### config.mk
export PLATFORM = sky130hd
export DESIGN_NAME = oam_dma_arbiter
export DESIGN_NICKNAME = d
export VERILOG_FILES = /design/src/rtl/oam_dma_arbiter_pkg.sv /design/src/rtl/oam_dma_arbiter.sv
export SDC_FILE = /design/constraint.sdc
export NUM_CORES = 1
export LEC_CHECK = 0
export BUFFER_PORTS_ARGS = -buffer_cell sky130_fd_sc_hd__buf_2
export CORE_MARGIN = 2
export CORE_UTILIZATION = 45
export CTS_BUF_LIST = sky130_fd_sc_hd__clkbuf_8
export DETAILED_ROUTE_END_ITERATION = 10
export GPL_TIMING_DRIVEN = 0
export PLACE_DENSITY = 0.82
export SETUP_SLACK_MARGIN = 0.2
export SYNTH_ARGS = -nofsm -noshare
export SYNTH_HDL_FRONTEND = slang
export SYNTH_SLANG_ARGS = --single-unit
### constraint.sdc
create_clock -name clk -period 2.6 [get_ports clk]
set_input_delay 0.39 -clock clk [delete_from_list [all_inputs] [get_ports clk]]
set_output_delay 0.39 -clock clk [all_outputs]
set_load 0.005 [all_outputs]
### src/rtl/oam_dma_arbiter_pkg.sv
// -----------------------------------------------------------------------------
// oam_dma_arbiter_pkg
//
// Purpose : Shared CPU-side constants and types for the OAM DMA arbiter.
//           Holds the DMA register address, the HRAM window, the OAM length,
//           the DMA state enumeration and the source-page remap helper.
//
// Contents:
//   DMA_REG_ADR  - address of the DMA source-page register (FF46)
//   HRAM_LO/HI   - HRAM window, always reachable by the CPU, never on ext bus
//   OAM_LEN      - number of bytes moved by one transfer
//   dma_state_t  - DMA_IDLE / DMA_START / DMA_XFER
//   dma_src_hi() - maps the register value to the source page (echo remap)
// -----------------------------------------------------------------------------
package oam_dma_arbiter_pkg;

   localparam logic [15:0] DMA_REG_ADR = 16'hFF46;
   localparam logic [15:0] HRAM_LO     = 16'hFF80;
   localparam logic [15:0] HRAM_HI     = 16'hFFFE;
   localparam int          OAM_LEN     = 160;

   // Index of the final byte of a transfer.
   localparam logic [7:0]  OAM_LAST    = 8'(OAM_LEN - 1);

   // Pages E0-FF are the echo of C0-DF; the DMA source is pulled down by 0x20.
   localparam logic [7:0]  ECHO_BASE   = 8'hE0;
   localparam logic [7:0]  ECHO_OFS    = 8'h20;

   typedef enum logic [1:0] {
      DMA_IDLE  = 2'd0,
      DMA_START = 2'd1,
      DMA_XFER  = 2'd2
   } dma_state_t;

   function automatic logic [7:0] dma_src_hi(input logic [7:0] reg_val);
      logic [7:0] hi;
      if (reg_val >= ECHO_BASE) begin
         hi = reg_val - ECHO_OFS;
      end else begin
         hi = reg_val;
      end
      return hi;
   endfunction

endpackage : oam_dma_arbiter_pkg

### src/rtl/oam_dma_arbiter.sv
// -----------------------------------------------------------------------------
// oam_dma_arbiter
//
// Purpose : OAM DMA engine plus main-bus arbiter. A CPU write to FF46 latches
//           the source page and, after one START M-cycle, copies 160 bytes
//           from {src_hi, idx} on the main bus into OAM, one byte per M-cycle.
//           While the copy runs the CPU is locked out of the main bus except
//           for HRAM (FF80-FFFE) and the FF46 register itself.
//
// Ports   :
//   clk          in   system clock, all state changes on rising edge
//   nreset       in   synchronous active-low reset
//   ce_m         in   one-clk strobe at the end (T4) of every M-cycle
//   cpu_adr/dout in   CPU address / write data
//   cpu_rd/wr    in   CPU read / write request (both high = write)
//   cpu_din      out  read data returned to the CPU
//   ext_adr/rd/wr/dout out, ext_din in   main bus
//   oam_adr/we/dout   out                OAM write port
//   dma_active   out  high while DMA owns the main bus (state XFER)
//   dbg_state_o  out  raw FSM state, for observation only
//
// Handshake: there is no valid/ready pair; a CPU access is a level request
// that the arbiter services combinationally in the same clk, and register
// side effects (FF46 writes) take place only at the ce_m strobe.
// -----------------------------------------------------------------------------
module oam_dma_arbiter
   import oam_dma_arbiter_pkg::*;
(
   input  logic        clk,
   input  logic        nreset,
   input  logic        ce_m,

   input  logic [15:0] cpu_adr,
   input  logic [7:0]  cpu_dout,
   input  logic        cpu_rd,
   input  logic        cpu_wr,
   output logic [7:0]  cpu_din,

   output logic [15:0] ext_adr,
   output logic        ext_rd,
   output logic        ext_wr,
   output logic [7:0]  ext_dout,
   input  logic [7:0]  ext_din,

   output logic [7:0]  oam_adr,
   output logic        oam_we,
   output logic [7:0]  oam_dout,

   output logic        dma_active,
   output logic [1:0]  dbg_state_o
);

   // Plain-vector state constants, kept bit-identical to dma_state_t.
   localparam logic [1:0] ST_IDLE  = DMA_IDLE;
   localparam logic [1:0] ST_START = DMA_START;
   localparam logic [1:0] ST_XFER  = DMA_XFER;

   logic [1:0] state_q,   state_d;
   logic [7:0] idx_q,     idx_d;
   logic [7:0] dma_reg_q, dma_reg_d;

   logic       is_ff46;
   logic       is_hram;
   logic       acc_wr;
   logic       acc_rd;
   logic       ff46_wr;
   logic       xfer;
   logic [7:0] src_hi;

   // ---------------------------------------------------------------------------
   // Access decode. A simultaneous rd+wr is a write, so reads are masked by wr.
   // ---------------------------------------------------------------------------
   assign is_ff46 = (cpu_adr == DMA_REG_ADR);
   assign is_hram = (cpu_adr >= HRAM_LO) && (cpu_adr <= HRAM_HI);
   assign acc_wr  = cpu_wr;
   assign acc_rd  = cpu_rd & ~cpu_wr;
   assign ff46_wr = ce_m & acc_wr & is_ff46;

   assign xfer    = (state_q == ST_XFER);
   assign src_hi  = dma_src_hi(dma_reg_q);

   // ---------------------------------------------------------------------------
   // Next-state logic. The FF46 write is applied after the normal advance so
   // that it overrides it (restart from any state), while the output mux below
   // still performs the current XFER byte in the same M-cycle.
   // ---------------------------------------------------------------------------
   always_comb begin
      state_d   = state_q;
      idx_d     = idx_q;
      dma_reg_d = dma_reg_q;

      if (ce_m) begin
         case (state_q)
            ST_IDLE: begin
               state_d = ST_IDLE;
            end
            ST_START: begin
               state_d = ST_XFER;
            end
            ST_XFER: begin
               if (idx_q == OAM_LAST) begin
                  state_d = ST_IDLE;
                  idx_d   = 8'h00;
               end else begin
                  idx_d   = idx_q + 8'd1;
               end
            end
            default: begin
               // Unused encoding: fall back to IDLE.
               state_d = ST_IDLE;
               idx_d   = 8'h00;
            end
         endcase

         if (ff46_wr) begin
            dma_reg_d = cpu_dout;
            idx_d     = 8'h00;
            state_d   = ST_START;
         end
      end
   end

   always_ff @(posedge clk) begin
      if (!nreset) begin
         state_q   <= ST_IDLE;
         idx_q     <= 8'h00;
         dma_reg_q <= 8'hFF;
      end else begin
         state_q   <= state_d;
         idx_q     <= idx_d;
         dma_reg_q <= dma_reg_d;
      end
   end

   // ---------------------------------------------------------------------------
   // Bus mux.
   //   XFER : DMA drives the main bus and writes OAM at each ce_m.
   //   else : CPU mirrored onto the main bus, with FF46 kept internal and HRAM
   //          never raising ext_rd/ext_wr. The address/data are only passed
   //          through while an access is requested so an idle CPU leaves the
   //          bus at zero.
   // ---------------------------------------------------------------------------
   always_comb begin
      ext_adr  = 16'h0000;
      ext_rd   = 1'b0;
      ext_wr   = 1'b0;
      ext_dout = 8'h00;
      oam_adr  = 8'h00;
      oam_we   = 1'b0;
      oam_dout = 8'h00;

      if (xfer) begin
         ext_adr  = {src_hi, idx_q};
         ext_rd   = 1'b1;
         oam_we   = ce_m;
         oam_adr  = idx_q;
         oam_dout = ext_din;
      end else if (!is_ff46) begin
         if (acc_rd || acc_wr) begin
            ext_adr = cpu_adr;
         end
         if (acc_wr) begin
            ext_dout = cpu_dout;
         end
         ext_rd = acc_rd & ~is_hram;
         ext_wr = acc_wr & ~is_hram;
      end
   end

   // CPU read data: FF46 always returns the register; during XFER anything
   // outside HRAM is blocked and reads as open bus.
   always_comb begin
      if (is_ff46) begin
         cpu_din = dma_reg_q;
      end else if (xfer && !is_hram) begin
         cpu_din = 8'hFF;
      end else begin
         cpu_din = ext_din;
      end
   end

   assign dma_active  = xfer;
   assign dbg_state_o = state_q;

endmodule : oam_dma_arbiter
Word level (Yosys, flattened, before mapping)
Cells that the tools add are included.
Widths: inputs -> output; s select.
- output and inout port bits: 54
- flip-flop bits (word level): 18
- word-level logic and storage cells: 52
- bits of input ports: 37
- bitwise operators: 7
- equal/unequal tests: 6
- reductions and logical operators: 9
- multiplexer cells: 22
- $add $sub $neg: 2
- magnitude comparators: 3
- operators with widths (operator ; count):
    $mux 8 ; 10
    $mux 16 ; 3
    $eq 16x16->1 const B ; 1
    $ge 16x16->1 const B ; 1
    $le 16x16->1 const B ; 1
    $pmux 8 s2 ; 1
    $add 8x1->8 const B ; 1
    $eq 8x8->1 const B ; 1
    $ge 8x8->1 const B ; 1
    $sub 8x6->8 const B ; 1
    $reduce_and 2->1 ; 3
    $and 1x1->1 ; 5
    $mux 1 ; 5
    $mux 2 ; 2
    $pmux 2 s2 ; 1
    $ne 3x2->1 const B ; 1
    $eq 2x1->1 const B ; 1
    $eq 2x2->1 const B ; 1
    $logic_and 1x1->1 ; 2
    $logic_not 2->1 ; 1
    $ne 2x1->1 const B ; 1
    $not 1->1 ; 2
    $reduce_or 2->1 ; 1
    $logic_not 1->1 ; 1
    $logic_or 1x1->1 ; 1

Logic depth before layout (Yosys ltp)
Gate-level depths: netlist of run 1.
- depth after elaboration: 6
- mapped depth: 7
- mapped depth without buffers: 5

Worst setup path after synthesis of run 1
Ideal clock, no wire load.
- path kind: input to output
- from: input port cpu_adr[4]
- to: output port ext_adr[7]
- stages on the path: 5
- setup slack: 0.466 ns
- arrival: 1.744 ns
- required time: 2.210 ns
- path buffers: 1
- cells stage by stage: or4_4 nor3_4 nand2_4 buf_6 a31o_2
- longest elaborated chain between the ends: 3
- ends and longest elaborated chain (what ; RTL line ; RTL):
    start, declared ; oam_dma_arbiter.sv:33 ; input logic [15:0] cpu_adr,
    $eq 16x16->1 ; oam_dma_arbiter.sv:73 ; assign is_ff46 = (cpu_adr == DMA_REG_ADR);
    $mux 16 ; oam_dma_arbiter.sv:158 ; end else if (!is_ff46) begin
    $mux 16 ; oam_dma_arbiter.sv:152 ; if (xfer) begin
    end, declared ; oam_dma_arbiter.sv:39 ; output logic [15:0] ext_adr,
Every way passes these cells.

Worst setup path after layout of run 1
- from: input port cpu_adr[4]
- to: output port cpu_din[6]
- longest elaborated chain between the ends: 6
- elaborated cells between the ends (all ways): 8
- classes of those cells: order compare (2); eq/ne (1); mux (2); reduce/logical (3)
- ends and longest elaborated chain (what ; RTL line ; RTL):
    $ge 16x16->1 / $le 16x16->1 (equally long branches) ; oam_dma_arbiter.sv:74 ; assign is_hram = (cpu_adr >= HRAM_LO) && (cpu_adr <= HRAM_HI);
    $logic_and 1x1->1 ; oam_dma_arbiter.sv:74 ;
    $logic_not 1->1 ; oam_dma_arbiter.sv:175 ; end else if (xfer && !is_hram) begin
    $logic_and 1x1->1 ; oam_dma_arbiter.sv:175 ;
    $mux 8 ; oam_dma_arbiter.sv:175 ;
    $mux 8 (*) ; oam_dma_arbiter.sv:173 ; if (is_ff46) begin
    end, declared ; oam_dma_arbiter.sv:37 ; output logic [7:0] cpu_din,
Mark *: on every way between the ends. The rest lies on a longest branch, timed or not.

==> out/qor.yml, run 1 <==
timing:
  relSlewSlack: 0.5751
  hold_viol: 0
  final_max_slew_viol_count: 0
  fmax_mhz: 424.6
  period_minus_slack_ns: 2.355
  worstMarginPinSlew_ns: 0.6335
  finalSetupViolCount: 0
  period_share: 0.9057
  rsz0062_at_grt: "yes"
  skew_ns: 0.003078
  tns_ns: 0
  hold_ws_ns: 0.4113
finish:
  syn_to_final_growth_pct: 38.12
  final_common_cell: "buf_2"
  drive_gt1_frac: 0.4236
  design_area_sq_mm: 0.002153
  fin_nets: 329
  final_cell_mix: "89 x buf_2, 25 x and2_1, 19 x a21oi_1"
  postLayoutCoreUtil: 0.6453
  num_antenna_cells: 0
synthesis:
  synth_seq_area_share: 0.2311
  synthDistinctLibCells: 51
  synth_edf_count: 0
  yosysWarnings: 0
  synth-seq-cells: 18
  synthesis.nets: 234
  netlist_area_sq_mm: 0.001559
  async_flop_share: 0
  avgSynthCellArea_sq_um: 7.995
  syn_inst: 195
  synth_top_flop_cell: "dfxtp_1"
drt:
  routed_via_density: 5.599
  avgRoutedWirePerCell_um: 13.62
  vias: 1870
  route.detailed.drc: 0
  drtAntennaViolNets: 0
  drt_first_iter_violations: 111
  drtPass1Iterations: 4
  drt_wl_total_um: 4548
setup_path:
  end_kind: "output pin"
  worst-setup-path-type: "input port to output pin"
  r2r_cells: 5
  rr_startpoint: "idx_q[0]"
  endpoint: "cpu_din[6]"
  critPathMaxFanout: 10
  timing.reg2reg.setup_slack_ns: 0.72
  crit_start: "cpu_adr[4]"
  arrival_ns: 1.96
  r2r_end: "idx_q[3]"
  start_kind: "input port"
  required_ns: 2.21
die:
  rows: 21
  die_h_um: 62.86
  die_w_um: 62.86
  core_region_area_sq_mm: 0.003337
  die_area_sq_mm: 0.003951
  pin_count: 91
  initial_core_util: 0.4672
clock_tree:
  cts_hold_buffers: 0
  clockBufferDepth: 2
  h-tree-depth: 1
  clock-sinks: 18
  clk_latency_ns: 0.25
  cts-buffers-inserted: 3
  cts_root_buf: "clkbuf_8"
  clk_pin_slew_worst_paths_ns: 0.06
  cts_tree: "yes"
grt:
  gr-total-overflow: 0
  antenna_found_initial: 0
  grt_usage: 0.2183
  grt_pass1_vias: 1596
  grt_max_degree: 11
  grt_pass1_wl_um: 7169
worst_hold_path:
  hold_start: "cpu_dout[2]"
  hold_path_class: "input port to flip-flop"
outcome:
  run_status: "completed"
pwr:
  power_mw: 0.6057
  p_leak_nw: 1.024
  max-vdd-ir-drop_v: 0.0001708
  p_per_area_mw_per_mm2: 281.3
placement:
  hpwl_um: 3519
  gp_congestion: 0.8928
  portBuffers: 88
  post_dp_cell_area_sq_mm: 0.002057
job:
  maxCapViolations: 0
-- metrics by stage --
stage / std cells / setup WS (ns)
global route: 334 / 0.1751
floorplan: 195 / 0.4661
detailed placement: 329 / 0.09552
finish: 334 / 0.2451
CTS: 333 / 0.2157
global placement: 329 / 0.1004
-- area by class of cell --
cell class              count  area (sq um)
flip-flops and latches     18         361.6
fillers                   301          1184
plain buffers              11         102.6
inverters                   6         22.52
clock buffers               3         41.29
repair buffers             91         462.9
well taps                  46         57.56
multi-input cells         159          1105
-- worst min path at each step --
stage / to / slack [ns] / cells past startpoint
after floorplan: idx_q[6] / 0.47 / 2
after global routing: dma_reg_q[4] / 0.43 / 2
after detailed placement: idx_q[6] / 0.51 / 2
after CTS: dma_reg_q[7] / 0.41 / 2
final: dma_reg_q[2] / 0.41 / 3
after global placement: idx_q[6] / 0.50 / 2
-- cell usage after synthesis (2+ instances only) --
cell	instances	area share
o21ai_0	3	0.0096
nor3_4	2	0.021
nand3_1	6	0.019
a21oi_1	20	0.064
a22oi_1	3	0.014
nor3_1	5	0.016
a31oi_1	3	0.012
o21bai_1	2	0.0096
inv_1	6	0.014
nand2_1	16	0.039
and4_1	2	0.011
o211ai_1	6	0.029
and2_1	25	0.10
a31o_1	7	0.039
nor2_1	8	0.019
dfxtp_1	18	0.23
clkbuf_8	2	0.018
a31o_2	3	0.017
nand3b_1	2	0.0096
clkbuf_1	3	0.0072
buf_6	3	0.022
o31ai_1	8	0.039
a32o_1	6	0.039
a2bb2oi_1	6	0.034
ha_1	2	0.016
nand4_1	3	0.012
-- layer usage --
layer / wire, um / share of wire / track usage
met1: 2109 / 0.46 / 0.2904
met2: 2053 / 0.45 / 0.3617
met3: 342 / 0.075 / 0.03604
met4: 43 / 0.0095 / 0.06111
met5: 0 / 0 / 0
-- report_power, final --
| group | internal, mW | total (mW) | switching [mW] |
|---|---|---|---|
| Combinational | 0.0707 | 0.136 | 0.0655 |
| Sequential | 0.277 | 0.280 | 0.00292 |
| Clock | 0.103 | 0.189 | 0.0867 |
-- sequential cells by signal, summed over array words and instances (netlist names) --
| register | count |
|---|---|
| dma_reg_q | 8 |
| dbg_state_o | 2 |
| idx_q | 8 |
-- kinds of logic (layout without fill, tap and decap cells) --
group                      after synthesis  in the layout  synth area share
AOI/OAI and AO/OA                       75             75            0.3588
DFF                                     18             18            0.2311
adders and majority gates                2              2           0.01605
buffers and inverters                   18            111           0.08106
muxes                                    1              1          0.006421
and+or+nand+nor                         81             81            0.3066
-- worst max-delay path, cell delays in order --
cell     delay, ns
buf_2         0.11
or4_4         0.55
or3_4         0.37
buf_6         0.17
nor2_4        0.12
a22oi_1       0.10
buf_2         0.15
-- what timing repair did --
| action | in CTS | in global routing |
|---|---|---|
| resized for setup | 7 | 7 |
| setup endpoints to repair | 28 | 28 |
| pin swaps | 1 | 1 |
| gates cloned | 0 | 0 |
| buffers inserted | 1 | 2 |
(Power assumes the default switching activity.)
==> run 2: changes to the inputs <==
--- a/config.mk
+++ b/config.mk
@@ -7,11 +7,11 @@
 export LEC_CHECK = 0
 export BUFFER_PORTS_ARGS = -buffer_cell sky130_fd_sc_hd__buf_2
 export CORE_MARGIN = 2
-export CORE_UTILIZATION = 45
+export CORE_UTILIZATION = 41
 export CTS_BUF_LIST = sky130_fd_sc_hd__clkbuf_8
 export DETAILED_ROUTE_END_ITERATION = 10
 export GPL_TIMING_DRIVEN = 0
-export PLACE_DENSITY = 0.82
+export PLACE_DENSITY = 0.79
 export SETUP_SLACK_MARGIN = 0.2
 export SYNTH_ARGS = -nofsm -noshare
 export SYNTH_HDL_FRONTEND = slang
==> constraint.sdc (replaced) <==
create_clock -name clk -period 2.05 [get_ports clk]
set_input_delay 0.3075 -clock clk [delete_from_list [all_inputs] [get_ports clk]]
set_output_delay 0.3075 -clock clk [all_outputs]
set_load 0.005 [all_outputs]
==> run 2 against run 1 <==
The flow now finishes with violations (negative setup slack). First-iteration DRC count fell by 4.5%. Count of clock-buffer cells in the layout increased by 1. Combinational power increased by 46%. Sequential power grew 26%. Non-clock buffer count grew 7. Die area increased by 9.1%. Setup slack got worse by 0.33 ns. Critical path depth is the same. Clock power rose by 53%. Sequential share of layout area shrank 2.1 points. Final area rose by 15%. Sequential cell count is the same. Critical endpoint is now cpu_din[5]. Largest power group unchanged. Highest routed layer unchanged.
==> out/qor.yml, run 2 (same netlist as run 1, synthesis figures left out) <==
outcome:
  run_status: "finished with violations"
  violations: "negative setup slack"
clock_tree:
  clockBufferDepth: 2
  clock-sinks: 18
  clk_latency_ns: 0.25
  clk_pin_slew_worst_paths_ns: 0.07
  cts_hold_buffers: 0
  h-tree-depth: 1
  cts-buffers-inserted: 3
  cts_root_buf: "clkbuf_8"
  cts_tree: "yes"
timing:
  layout_setup_ws_ns: -0.08686
  relSlewSlack: 0.7293
  final_max_slew_viol_count: 0
  period_share: 1.042
  finalSetupViolCount: 20
  hold_ws_ns: 0.3246
  rsz0062_at_grt: "yes"
  hold_viol: 0
  skew_ns: 0.001246
  fmax_mhz: 468.0
  period_minus_slack_ns: 2.137
  worstMarginPinSlew_ns: 0.4050
grt:
  grt_usage: 0.2259
  grt_pass1_vias: 1701
  grt_pass1_wl_um: 7907
  gr-total-overflow: 0
  antenna_found_initial: 0
  grt_max_degree: 12
job:
  maxCapViolations: 0
setup_path:
  rr_startpoint: "idx_q[0]"
  r2r_end: "idx_q[3]"
  arrival_ns: 1.83
  timing.reg2reg.setup_slack_ns: 0.37
  critPathMaxFanout: 4
  endpoint: "cpu_din[5]"
  end_kind: "output pin"
  crit_start: "cpu_adr[3]"
  required_ns: 1.74
  start_kind: "input port"
  r2r_cells: 5
  worst-setup-path-type: "input port to output pin"
placement:
  gp_congestion: 0.8183
  post_dp_cell_area_sq_mm: 0.002110
  hpwl_um: 3760
  portBuffers: 88
die:
  core_region_area_sq_mm: 0.003661
  rows: 22
  die_h_um: 65.67
  die_area_sq_mm: 0.004312
  pin_count: 91
  die_w_um: 65.67
  initial_core_util: 0.4258
drt:
  drtPass1Iterations: 4
  drt_wl_total_um: 5145
  route.detailed.drc: 0
  avgRoutedWirePerCell_um: 14.91
  vias: 1968
  routed_via_density: 5.704
  drtAntennaViolNets: 0
  drt_first_iter_violations: 106
finish:
  syn_to_final_growth_pct: 58.99
  num_antenna_cells: 0
  design_area_sq_mm: 0.002479
  drive_gt1_frac: 0.5185
  final_cell_mix: "85 x buf_2, 23 x and2_1, 17 x a21oi_1"
  n_fill_cell: 303
  final_common_cell: "buf_2"
  postLayoutCoreUtil: 0.6770
  fin_nets: 337
  regArea_sq_um: 365.4
  multi_input_area_sq_mm: 0.001282
worst_hold_path:
  hold_path_depth: 2
  hold_path_class: "input port to flip-flop"
pwr:
  max-vdd-ir-drop_v: 0.0002971
  p_per_area_mw_per_mm2: 340.2
  p_leak_nw: 1.104
run 2: layer usage:
| layer | vias up | global-route usage | part of all wire |
|---|---|---|---|
| met4 | 0 | 0.07552 | 0.014 |
| met1 | 926 | 0.3169 | 0.43 |
| met2 | 85 | 0.3636 | 0.48 |
| li1 | 950 | - | - |
| met5 | - | 0 | 0 |
| met3 | 7 | 0.01712 | 0.070 |
run 2: area by class of cell:
cell class / instances / area share
clock buffers: 4 / 0.02221
plain buffers: 12 / 0.05250
inverters: 6 / 0.01010
repair buffers: 97 / 0.2261
well taps: 48 / 0.02423
flip-flops and latches: 18 / 0.1474
multi-input cells: 160 / 0.5174
run 2: repair_timing:
item	4_1_cts	5_1_grt
gates resized for setup	27	31
buffers inserted	6	2
endpoints found under the hold margin	0	0
endpoints found under the setup margin	49	61
pin swaps	22	9
cloned	2	0
run 2: per-stage QoR:
step                setup WS [ns]  TNS, ns  instances  power, mW
detailed placement        -0.2833   -7.129        331     0.5364
finish                   -0.08686  -0.6273        345     0.8432
CTS                       -0.1137   -1.833        343     0.8359
global placement          -0.2806   -6.758        331     0.5339
floorplan                 0.08121        0        195     0.4450
global route              -0.1164   -1.404        345     0.8793
run 2: worst min-delay path by stage:
stage	from	end
3_5_place_dp	idx_q[6]	idx_q[6]
6_report	nreset	dma_reg_q[1]
2_1_floorplan	cpu_dout[0]	dma_reg_q[0]
5_1_grt	nreset	dma_reg_q[1]
4_1_cts	cpu_dout[1]	dma_reg_q[1]
3_3_place_gp	idx_q[6]	idx_q[6]
run 2: power breakdown:
group | switching [mW] | internal (mW)
Sequential | 0.00333 | 0.350
Combinational | 0.0932 | 0.106
Clock | 0.120 | 0.171
Total | 0.216 | 0.627
run 2: critical path: stages:
cell	delay, ns
buf_6	0.09
or4_4	0.55
or3_4	0.37
buf_8	0.14
nor2_4	0.13
a22oi_1	0.11
buf_2	0.14
